$ cat config.mk
export PLATFORM = sky130hd
export DESIGN_NAME = dmem_arbiter_flat
export DESIGN_NICKNAME = d
export VERILOG_FILES = /design/src/rtl/dmem_arbiter_pkg.sv /design/src/rtl/dmem_arbiter_if.sv /design/src/rtl/dmem_arbiter_rr_arbiter2.sv /design/src/rtl/dmem_arbiter.sv /design/src/flat_wrapper.sv
export SDC_FILE = /design/constraint.sdc
export NUM_CORES = 1
export LEC_CHECK = 0
export CORE_AREA = 2 2 116 118
export DETAILED_ROUTE_END_ITERATION = 7
export DIE_AREA = 0 0 118 120
export PLACE_DENSITY = 0.81
export SYNTH_ARGS = -nofsm -noshare
export SYNTH_HDL_FRONTEND = slang
export SYNTH_HIERARCHICAL = 1
export SYNTH_SLANG_ARGS = --single-unit
$ cat constraint.sdc
create_clock -name clk -period 2.4 [get_ports clk]
set_input_delay 0.24 -clock clk [delete_from_list [all_inputs] [get_ports clk]]
set_output_delay 0.24 -clock clk [all_outputs]
set_load 0.1 [all_outputs]
$ cat src/rtl/dmem_arbiter_pkg.sv
// Shared types and constants for the two-port data-memory arbiter.
package dmem_arb_pkg;

    localparam int NUM_PORTS = 2;
    localparam int PORT_CORE = 0;
    localparam int PORT_DBG  = 1;

    typedef enum logic [1:0] {
        IDLE,
        RD_WAIT,
        RSP
    } state_t;

    function automatic logic [NUM_PORTS-1:0] port_onehot(input logic port);
        return port ? 2'b10 : 2'b01;
    endfunction

endpackage

$ cat src/rtl/dmem_arbiter_if.sv
// Requester-side request/response bundle for both arbiter ports.
interface dmem_arbiter_if;
    import dmem_arb_pkg::*;

    logic [NUM_PORTS-1:0]       req_valid;
    logic [NUM_PORTS-1:0]       req_ready;
    logic [NUM_PORTS-1:0]       req_we;
    logic [NUM_PORTS-1:0][31:0] req_addr;
    logic [NUM_PORTS-1:0][31:0] req_wdata;
    logic [NUM_PORTS-1:0]       rsp_valid;
    logic [NUM_PORTS-1:0]       rsp_ready;
    logic [31:0]                rsp_rdata;
    logic                       rsp_err;

    modport master (
        output req_valid, req_we, req_addr, req_wdata, rsp_ready,
        input  req_ready, rsp_valid, rsp_rdata, rsp_err
    );

    modport slave (
        input  req_valid, req_we, req_addr, req_wdata, rsp_ready,
        output req_ready, rsp_valid, rsp_rdata, rsp_err
    );

endinterface

$ cat src/rtl/dmem_arbiter_rr_arbiter2.sv
// Two-way round-robin grant: on a tie the port that was not granted last wins.
module rr_arbiter2 (
    input  logic [1:0] req,
    input  logic       last,
    output logic [1:0] grant
);

    always_comb begin
        grant = 2'b00;
        case (req)
            2'b01:   grant = 2'b01;
            2'b10:   grant = 2'b10;
            2'b11:   grant = last ? 2'b01 : 2'b10;
            default: grant = 2'b00;
        endcase
    end

endmodule

$ cat src/rtl/dmem_arbiter.sv
// Round-robin arbiter sharing one single-ported data memory between two requesters.
// Optional address checking is enabled by defining DMEM_ARB_CHK_EN.
module dmem_arbiter
    import dmem_arb_pkg::*;
#(
    parameter int MEM_SIZE  = 1024,
    parameter int ADDR_SIZE = 7
) (
    input  logic          clk,
    input  logic          rst,
    dmem_arbiter_if.slave bus,
    output logic [31:0]   mem_read_addr,
    input  logic [31:0]   mem_read_data,
    output logic [31:0]   mem_write_addr,
    output logic [31:0]   mem_write_data,
    output logic          mem_write_enable
);

`ifdef DMEM_ARB_CHK_EN
    localparam bit CHK_EN = 1'b1;
`else
    localparam bit CHK_EN = 1'b0;
`endif

    localparam logic [31:0] WORD_LIMIT = 32'(MEM_SIZE);

    generate
        if (ADDR_SIZE < 2 || MEM_SIZE < 1) begin : g_bad_geometry
            $error("dmem_arbiter: ADDR_SIZE must be >= 2 and MEM_SIZE >= 1");
        end
    endgenerate

    state_t      state_q, state_d;
    logic        last_q;
    logic        gnt_q;
    logic        err_q;
    logic [31:0] rdata_q;
    logic [31:0] raddr_q;

    logic [1:0]  grant;
    logic        gsel;
    logic        accept;
    logic        sel_we;
    logic [31:0] sel_addr;
    logic [31:0] sel_wdata;
    logic        addr_bad;

    rr_arbiter2 u_rr (
        .req   (bus.req_valid),
        .last  (last_q),
        .grant (grant)
    );

    always_comb begin
        gsel      = grant[1];
        sel_we    = bus.req_we[gsel];
        sel_addr  = bus.req_addr[gsel];
        sel_wdata = bus.req_wdata[gsel];
        addr_bad  = CHK_EN && ((sel_addr[1:0] != 2'b00) ||
                               ({2'b00, sel_addr[31:2]} >= WORD_LIMIT));
    end

    always_ff @(posedge clk or negedge rst) begin
        if (!rst) state_q <= IDLE;
        else      state_q <= state_d;
    end

    // Accept is gated by rst so every output reads 0 while reset is held.
    always_comb begin
        state_d          = state_q;
        accept           = 1'b0;
        bus.req_ready    = '0;
        bus.rsp_valid    = '0;
        bus.rsp_rdata    = '0;
        bus.rsp_err      = 1'b0;
        mem_read_addr    = raddr_q;
        mem_write_addr   = '0;
        mem_write_data   = '0;
        mem_write_enable = 1'b0;
        case (state_q)
            IDLE: begin
                if (rst && (bus.req_valid != '0)) begin
                    accept        = 1'b1;
                    bus.req_ready = grant;
                    if (sel_we && !addr_bad) begin
                        mem_write_enable = 1'b1;
                        mem_write_addr   = sel_addr;
                        mem_write_data   = sel_wdata;
                    end
                    if (!sel_we && !addr_bad) begin
                        mem_read_addr = sel_addr;
                        state_d       = RD_WAIT;
                    end else begin
                        state_d = RSP;
                    end
                end
            end
            RD_WAIT: state_d = RSP;
            RSP: begin
                bus.rsp_valid = port_onehot(gnt_q);
                bus.rsp_rdata = rdata_q;
                bus.rsp_err   = err_q;
                if (bus.rsp_ready[gnt_q]) state_d = IDLE;
            end
            default: state_d = IDLE;
        endcase
    end

    // rdata_q is cleared on every accept so writes and errors respond with 0.
    always_ff @(posedge clk or negedge rst) begin
        if (!rst) begin
            last_q  <= 1'b1;
            gnt_q   <= 1'b0;
            err_q   <= 1'b0;
            rdata_q <= '0;
            raddr_q <= '0;
        end else begin
            if (accept) begin
                last_q  <= gsel;
                gnt_q   <= gsel;
                err_q   <= addr_bad;
                rdata_q <= '0;
                if (!sel_we && !addr_bad) raddr_q <= sel_addr;
            end
            if (state_q == RD_WAIT) rdata_q <= mem_read_data;
        end
    end

endmodule

$ cat src/flat_wrapper.sv
// flat-port wrapper written by rule: the top's interface ports become plain ports
module dmem_arbiter_flat import dmem_arb_pkg::*;
#(
    parameter int MEM_SIZE  = 1024,
    parameter int ADDR_SIZE = 7
)
  (clk, rst, mem_read_addr, mem_read_data, mem_write_addr, mem_write_data, mem_write_enable, bus_req_valid, bus_req_we, bus_req_addr, bus_req_wdata, bus_rsp_ready, bus_req_ready, bus_rsp_valid, bus_rsp_rdata, bus_rsp_err);
  dmem_arbiter_if bus_i ();
  input  logic clk;
  input  logic rst;
  output logic [31:0] mem_read_addr;
  input  logic [31:0] mem_read_data;
  output logic [31:0] mem_write_addr;
  output logic [31:0] mem_write_data;
  output logic mem_write_enable;
  input wire logic [$bits(bus_i.req_valid)-1:0] bus_req_valid;
  input wire logic [$bits(bus_i.req_we)-1:0] bus_req_we;
  input wire logic [$bits(bus_i.req_addr)-1:0] bus_req_addr;
  input wire logic [$bits(bus_i.req_wdata)-1:0] bus_req_wdata;
  input wire logic [$bits(bus_i.rsp_ready)-1:0] bus_rsp_ready;
  output wire logic [$bits(bus_i.req_ready)-1:0] bus_req_ready;
  output wire logic [$bits(bus_i.rsp_valid)-1:0] bus_rsp_valid;
  output wire logic [$bits(bus_i.rsp_rdata)-1:0] bus_rsp_rdata;
  output wire logic [$bits(bus_i.rsp_err)-1:0] bus_rsp_err;
  assign bus_i.req_valid = bus_req_valid;
  assign bus_i.req_we = bus_req_we;
  assign bus_i.req_addr = bus_req_addr;
  assign bus_i.req_wdata = bus_req_wdata;
  assign bus_i.rsp_ready = bus_rsp_ready;
  assign bus_req_ready = bus_i.req_ready;
  assign bus_rsp_valid = bus_i.rsp_valid;
  assign bus_rsp_rdata = bus_i.rsp_rdata;
  assign bus_rsp_err = bus_i.rsp_err;
  dmem_arbiter #(.MEM_SIZE(MEM_SIZE), .ADDR_SIZE(ADDR_SIZE)) u_core (.clk(clk), .rst(rst), .bus(bus_i), .mem_read_addr(mem_read_addr), .mem_read_data(mem_read_data), .mem_write_addr(mem_write_addr), .mem_write_data(mem_write_data), .mem_write_enable(mem_write_enable));
endmodule
======== Word-level counts from Yosys, hierarchy flattened ========
Index checks and enable logic that the tools add are counted.
storage, ports and cells
  input port bits ......................... 168
  output and inout port bits .............. 134
  register bits ........................... 68
  word-level logic and storage cells ...... 54
operators by class
  multiplexer cells ....................... 35
  magnitude comparators ................... 2
  eq/ne operators ......................... 7
  reduce and logical (&&, ||, !) cells .... 5
operators with widths
  cell                                                        count
  2-to-1 mux 32 bit                                           16
  2-to-1 mux 2 bit                                            8
  one-hot mux 2 bit (3 select lines)                          2
  2-to-1 mux 1 bit                                            9
  equality test 2 bit, second input constant                  3
  equality test 2 x 1 -> 1 bit, second input constant         2
  less-than comparator 1 x 2 -> 1 bit, second input constant  2
  != test 2 x 1 -> 1 bit, second input constant               2
  nonzero test 2 bit                                          2
  zero test 2 bit                                             1
  AND reduction 2 bit                                         1
  logical AND 1 bit                                           1

======== Logic depth before layout (Yosys ltp) ========
Gate-level depths: netlist (run 1).
  depth in word-level cells ............... 7
  depth in mapped cells ................... 7
  gate-level depth less buffers ........... 4

======== Modules after synthesis ========
The synthesis (run 1) kept the hierarchy.
by module, submodules not included
  module        instances  cells an instance  area an instance (sq um)  seq. area each (sq um)
  dmem_arbiter  1          490                4180.3                    1702.9
  rr_arbiter2   1          3                  18.8                      0.0

======== Least setup slack after synthesis (run 1) ========
Ideal clock, no wire load.
  kind .................................... reg2out
  from .................................... register u_core.last_q
  to ...................................... output mem_read_addr[10]
  cell stages (with the launch flop) ...... 8
  path buffers ............................ 3
  arrival time ............................ 2.887 ns
  path slack .............................. -0.727 ns
  cell sequence ........................... dfstp_2 a21boi_0 buf_4 mux2i_4 and3_1 buf_4 buf_6 a21oi_1
on the way
  word-level cells in the longest chain between the ends .. 7
  elaborated cells on any way between the ends .. 9
ends and longest elaborated chain
  item                                                                                      line                                    source
  start: declaration                                                                        dmem_arbiter.sv:34                      logic last_q;
  start signal: assignment                                                                  dmem_arbiter.sv:119                     last_q <= gsel;
  2-to-1 mux 2 bit (*)                                                                      dmem_arbiter_rr_arbiter2.sv:13          2'b11: grant = last ? 2'b01 : 2'b10;
  one-hot mux 2 bit (3 select lines) (*)                                                    dmem_arbiter_rr_arbiter2.sv:10          case (req)
  via u_core.grant[1]                                                                       dmem_arbiter.sv:40                      logic [1:0] grant;
  2-to-1 mux 32 bit (not written as such) or 2-to-1 mux 1 bit (tied branches) (2 in a row)  dmem_arbiter.sv:57, dmem_arbiter.sv:56
  2-to-1 mux 32 bit (*)                                                                     dmem_arbiter.sv:90                      if (!sel_we && !addr_bad) begin
  2-to-1 mux 32 bit (*)                                                                     dmem_arbiter.sv:82                      if (rst && (bus.req_valid != '0)) begin
  2-to-1 mux 32 bit (*)                                                                     dmem_arbiter.sv:80                      case (state_q)
  end: declaration                                                                          flat_wrapper.sv:11                      output logic [31:0] mem_read_addr;
The timed path passes the listed nets; every way through them passes the cells marked *. The select of a mux whose other input is x is not followed.

======== Worst setup path in the final report (run 1) ========
  from .................................... register u_core.last_q
  to ...................................... output mem_read_addr[22]
The elaborated chain is that of the path after synthesis.

==> results of run 1 <==
-- power by group through the flow --
stage	clock network [mW]	registers, mW	logic, mW
detailed placement	0	1.92	9.45
CTS	1.35	1.90	9.50
global route	1.40	1.95	9.81
global placement	0	1.87	9.29
floorplan	0	1.82	5.96
finish	1.32	1.91	9.51
-- final cells by class --
class / count / area (µm²)
timing repair buffer: 369 / 4970
multi-input combinational: 375 / 2950
fill: 754 / 2830
sequential: 68 / 1700
clock buffer: 13 / 260
tap: 176 / 220
clock inverter: 3 / 45.0
inverter: 2 / 7.51
-- timing repair --
action | CTS | global route
setup endpoints to repair | 8 | 29
pin swaps | 0 | 3
cloned | 0 | 0
buffers inserted | 0 | 1
gates resized for setup | 1 | 14
-- metrics by stage --
| stage | setup TNS (ns) | setup slack (ns) | hold WS, ns |
|---|---|---|---|
| after floorplan | -4.91 | -0.597 | -0.0556 |
| after global placement | 0 | 0.0521 | 0.489 |
| final | 0 | 0.0733 | 0.145 |
| after detailed placement | -0.0218 | -0.00881 | 0.501 |
| after global routing | -0.0107 | -0.00358 | 0.228 |
| after CTS | 0 | 0.00659 | 0.188 |
-- path summary, 6_finish.rpt --
path / start / end / slack, ns
worst max register to register: u_core/last_q / u_core/raddr_q[0] / 0.61
min in group clk: mem_read_data[29] / u_core/rdata_q[29] / 0.47
worst min register to register: u_core/rdata_q[5] / u_core/rdata_q[5] / 0.51
max in group asynchronous: rst / u_core/raddr_q[6] / 1.70
worst min-delay path: rst / u_core/raddr_q[26] / 0.15
worst max-delay path: u_core/last_q / mem_read_addr[22] / 0.07
-- routing by layer --
layer	vias up	global-route usage	wire length, µm
met5	-	0	0
met4	0	0.0934	471
met3	40	0.0837	1390
met2	223	0.506	10400
met1	2416	0.266	6430
li1	2358	-	-
-- flip-flops by register name, indices dropped and copies added, names as in the netlist --
signal / flops
u_core/gnt_q: 1
u_core/last_q: 1
u_core/raddr_q: 32
u_core/state_q: 2
u_core/rdata_q: 32
-- kinds of logic after synthesis --
family          share of synthesized area
mux                                 0.166
simple gates                        0.180
other cells                      0.000893
buf+inv                            0.0673
compound gates                      0.180
flops                               0.406
-- placed cells by master (no fill, tap or decap), types with 2 or more instances in the layout --
cell / n
clkdlybuf4s50_1: 164
buf_12: 140
dfrtp_1: 67
nand2_1: 65
mux2i_1: 62
buf_4: 61
nor2_4: 50
and2_1: 34
o21ai_1: 32
a31oi_1: 31
a21oi_1: 26
a21oi_4: 23
nor2_2: 15
a21oi_2: 15
clkbuf_16: 9
nor2b_1: 3
clkinvlp_4: 2
clkbuf_8: 2
clkbuf_1: 2
dlymetal6s2s_1: 2
mux2i_2: 2
and3_1: 2
mux2_1: 2
==> metrics.txt, run 1 <==
status complete, no violations; initial cell density of the core 0.324; Overall Power ~13 mW; Hold Crit Class in -> async; DP Area a little under 10000 µm²; full die area roughly 14000 µm²; die height roughly 120 µm; Crit path depth 6; top-count cell post-synth dfrtp_1; clock power share 0.104; vias in the first global route about 5600; crit path buf inv count 2; DRC violations left 0; r2r worst-path depth 6; Pleak just over 4 nW; # IOs roughly 300; fraction of registers with async set/reset 1.00; biggest area consumer among synthesized cells dfrtp_1; first drt pass iteration count 4; Max Cap Violations 0; fin crit share 0.969; RSZ-0062 raised after global routing yes; Remaining Overflow, GRT 0; total CTS buffers 9; utilization after layout 0.782; Clock Sink Count ~70; WL final ~19000 µm; Max Clock Freq 430 MHz; Routed WL per cell around 19 µm; Setup Crit Path Kind reg -> out; max-slew violations 0; #FFs+latches synth around 70; worst path cell trace a21boi_4 > mux2i_4 > and3_4 > buf_12 > a21oi_4 > buf_12; Max IR drop VDD between 1000 and 1500 µV; initial antenna violation count 0; minimum clock period ~2.3 ns; Tot GR Track Use 0.264; synthesized area per cell about 8.5 µm²; WP data required approximately 2.2 ns; Synth cell types 30; CTS tree built; Cells after DPL approximately 1000; Port Buffers 300; Switching Fraction 0.539; CP max-delay cell dfstp_2; Post-synth EDFFs 0; # diodes 0; final hold violation count 0; Syn Nets approximately 660; nets around 990; site row count 42; global-route wire length before repair 29500 µm; Skew-Pair Late Insertion Delay 0.32 ns; H-tree depth 3; Psw ~6.9 mW; most numerous cell on the critical path buf_12; chip width 118 µm; Post-Syn Instances between 400 and 500; CTS Buffer Depth 2; Pint 5.88 mW; CTS hold repair buffers 0; Cell Count, Final, Fillers Out ~1000; clock skew roughly 0.0034 ns; Clock transition at path regs about 0.050 ns; Post-synth top cells dfrtp_1, nand2_1, nor2_1; Slew headroom 0.431; sequential share of the synthesized area 0.406; worst slew pin tran 0.853 ns; Final Instance Area between 10000 and 15000 µm²; core area 13000 µm²; drt initial violations just over 200; synthesized cell area around 4200 µm²; Flop pwr share 0.150; layout cells sized above 1 0.399; Synth area leaders dfrtp_1, mux2i_1, a21oi_1, nand2_1, nor2_1; clk root buf clkbuf_16; largest net degree at the start of global routing ~70; residual antenna-violating net count after detailed routing 0; global placement routability congestion roughly 0.8; CP max FO 24; WP data arrival roughly 2.1 ns; Synth top area share 0.399; final setup fails 0; crit end category output pin; critical path's largest stage delay a little under 0.4 ns; startpoint type of the worst setup path flip-flop; routed vias/inst 5.01; share of total power in combinational logic 0.746; Pwr Density 1260 nW/µm²; Vias ~5000; predominant post-synthesis flop cell dfrtp_1; area growth from synthesis to layout 142%; YS warnings 6; cell family with most CP delay buffers and inverters; HPWL after DPL ~15000 µm
(Power assumes the default switching activity.)
==> inputs of run 2 (changes only) <==
- GPL_ROUTABILITY_DRIVEN: unset -> 0
==> results of run 2 <==
Final layout, timing and power as in run 1 (identical DEF).
==> inputs of run 3 (changes only) <==
==> constraint.sdc (replaced) <==
create_clock -name clk -period 2.4 [get_ports clk]
set_input_delay 0.36 -clock clk [delete_from_list [all_inputs] [get_ports clk]]
set_output_delay 0.36 -clock clk [all_outputs]
set_load 0.1 [all_outputs]
==> metrics.txt, run 3 (same netlist as run 1, synthesis figures left out) <==
status complete, but fails checks; failing checks negative setup slack; minimum clock period 2.52 ns (+0.193 ns); H-tree depth 3 (unchanged); routed vias/inst 5.24 (+4.6%); Vias 5517 (+9.5%); Skew-Pair Late Insertion Delay 0.33 ns (about the same); cell family with most CP delay buffers and inverters; Pleak 4.52 nW (+11%); CP max-delay cell dfstp_2; global-route wire length before repair 32200 µm (+9.0%); clk root buf clkbuf_16; commonest non-fill, non-tap cell in the layout clkdlybuf4s50_1; CTS Buffer Depth 2 (unchanged); Tot GR Track Use 0.288 (+0.0240); WP data arrival 2.16 ns (+0.07 ns); site row count 42 (unchanged); Slew headroom 0.415 (-0.0157); core area 13000 µm² (unchanged); Max Cap Violations 0 (unchanged); chip width 118 µm (unchanged); drt initial violations 450 (+120%); WP data required 2.04 ns (-0.12 ns); utilization after layout 0.863 (+0.0811); most frequent cells in the layout clkdlybuf4s50_1, buf_12, buf_4; max-slew violations 0 (unchanged); Clock Sink Count 68 (unchanged); CP Launch Point u_core/last_q; final hold violation count 0 (unchanged); nets 1039 (+4.6%); largest net degree at the start of global routing 69 (unchanged); # IOs 302 (unchanged); clock skew 0.00905 ns (+0.00569 ns); DP Worst Slack -0.274 ns (-0.265 ns); final setup fails 35 (+35); Routed WL per cell 22.2 µm (+19%); CTS tree built; startpoint type of the worst setup path flip-flop; Clock transition at path regs 0.06 ns (about the same); crit end category output pin; initial cell density of the core 0.324 (unchanged); critical path's largest stage delay 0.38 ns (about the same); first drt pass iteration count 7 (+3); total CTS buffers 9 (unchanged); WL final 23400 µm (+25%); RSZ-0062 raised after global routing yes; worst reg2reg startpoint u_core/last_q; fin crit share 1.05 (+0.0806); HPWL after DPL 15400 µm (+2.2%); layout cells sized above 1 0.471 (+0.0727); Setup Crit Path Kind reg -> out; die height 120 µm (unchanged); Hold Crit Class in -> async; crit path buf inv count 4 (+2); post-route setup slack -0.120 ns (-0.193 ns); Layout fillers 618 (-18%); Max Clock Freq 397 MHz (-7.7%); Pwr Density 1240 nW/µm² (-1.2%); full die area 14200 µm² (unchanged); Remaining Overflow, GRT 0 (unchanged); CP max FO 12 (-50%); setup TNS -1.47 ns (-1.47 ns); CTS hold repair buffers 0 (unchanged); worst path cell trace a21boi_4 > buf_6 > buf_12 > mux2i_1 > buf_4 > a21oi_4 > buf_12; worst slew pin tran 0.877 ns (+0.0236 ns); area growth from synthesis to layout 167%; residual antenna-violating net count after detailed routing 0 (unchanged); top flop regs u_core/raddr_q (32), u_core/rdata_q (32), u_core/state_q (2); most numerous cell on the critical path buf_12; DRC violations left 0 (unchanged); Port Buffers 300 (unchanged); initial antenna violation count 3 (+3); vias in the first global route 5817 (+4.8%); Max IR drop VDD 1130 µV (-0.48%)
## run 3: cell count changes in the layout (fill, tap and decap cells not counted), sizes merged, moves of 2 or more
| cell | before | now |
|---|---|---|
| bufinv | 1 | 3 |
| clkbuf | 13 | 18 |
| dlygate4sd2 | 0 | 2 |
| clkinvlp | 2 | 0 |
| dlymetal6s2s | 2 | 0 |
| buf | 203 | 241 |
## run 3: timing repair
item	4_1_cts	5_1_grt
buffers inserted	9	13
pin swaps	29	50
endpoints found under the setup margin	97	92
hold endpoints to repair	0	0
gates cloned	4	7
resized for setup	23	67
## run 3: worst reg2reg max path, stage by stage, from the launching register on
cell and delay, ns:
dfstp_2 0.38, a21boi_4 0.25, mux2i_4 0.30, and3_4 0.27, buf_12 0.12, buf_6 0.15, buf_4 0.13, buf_4 0.11
a21oi_1 0.08
## run 3: layer usage
layer / part of all wire / wire length, µm / track usage / vias up
met5: 0.0012 / 27 / 0 / -
met1: 0.34 / 8000 / 0.317 / 2677
li1: - / - / - / 2452
met4: 0.036 / 834 / 0.0761 / 4
met3: 0.075 / 1760 / 0.0856 / 75
met2: 0.55 / 12800 / 0.536 / 309
## run 3: metrics by stage
| step | power (mW) | cells | hold slack, ns | area (µm²) |
|---|---|---|---|---|
| floorplan | 7.88 | 493 | 0.0644 | 4920 |
| global placement | 11.3 | 1005 | 0.499 | 9980 |
| detailed placement | 11.6 | 1005 | 0.503 | 9980 |
| CTS | 13.3 | 1033 | 0.334 | 10600 |
| global route | 14.3 | 1053 | 0.370 | 11200 |
| finish | 13.9 | 1053 | 0.318 | 11200 |
## run 3: path summary, 6_finish.rpt
check / to / slack [ns] / cells past startpoint
max: mem_read_addr[12] / -0.12 / 7
max reg2reg: u_core/raddr_q[0] / 0.48 / 8
min in group clk: u_core/rdata_q[17] / 0.51 / 2
min: u_core/rdata_q[2] / 0.32 / 2
min reg2reg: u_core/rdata_q[17] / 0.51 / 2
max in group asynchronous: u_core/raddr_q[30] / 1.53 / 2
## run 3: final cells by class
type | count | area [µm²] | area share
inverters | 2 | 12.5 | 0.00112
clock buffers | 11 | 243 | 0.0217
clock inverters | 5 | 108 | 0.00960
flip-flops and latches | 68 | 1700 | 0.152
repair buffers | 415 | 5620 | 0.501
well taps | 176 | 220 | 0.0197
diodes | 1 | 2.50 | 0.000223
multi-input cells | 375 | 3300 | 0.294
## run 3: power breakdown
group	switching [mW]	internal, mW	leakage [nW]
clock network	0.521	1.05	0.170
logic	6.56	3.79	3.52
registers	0.311	1.67	0.832
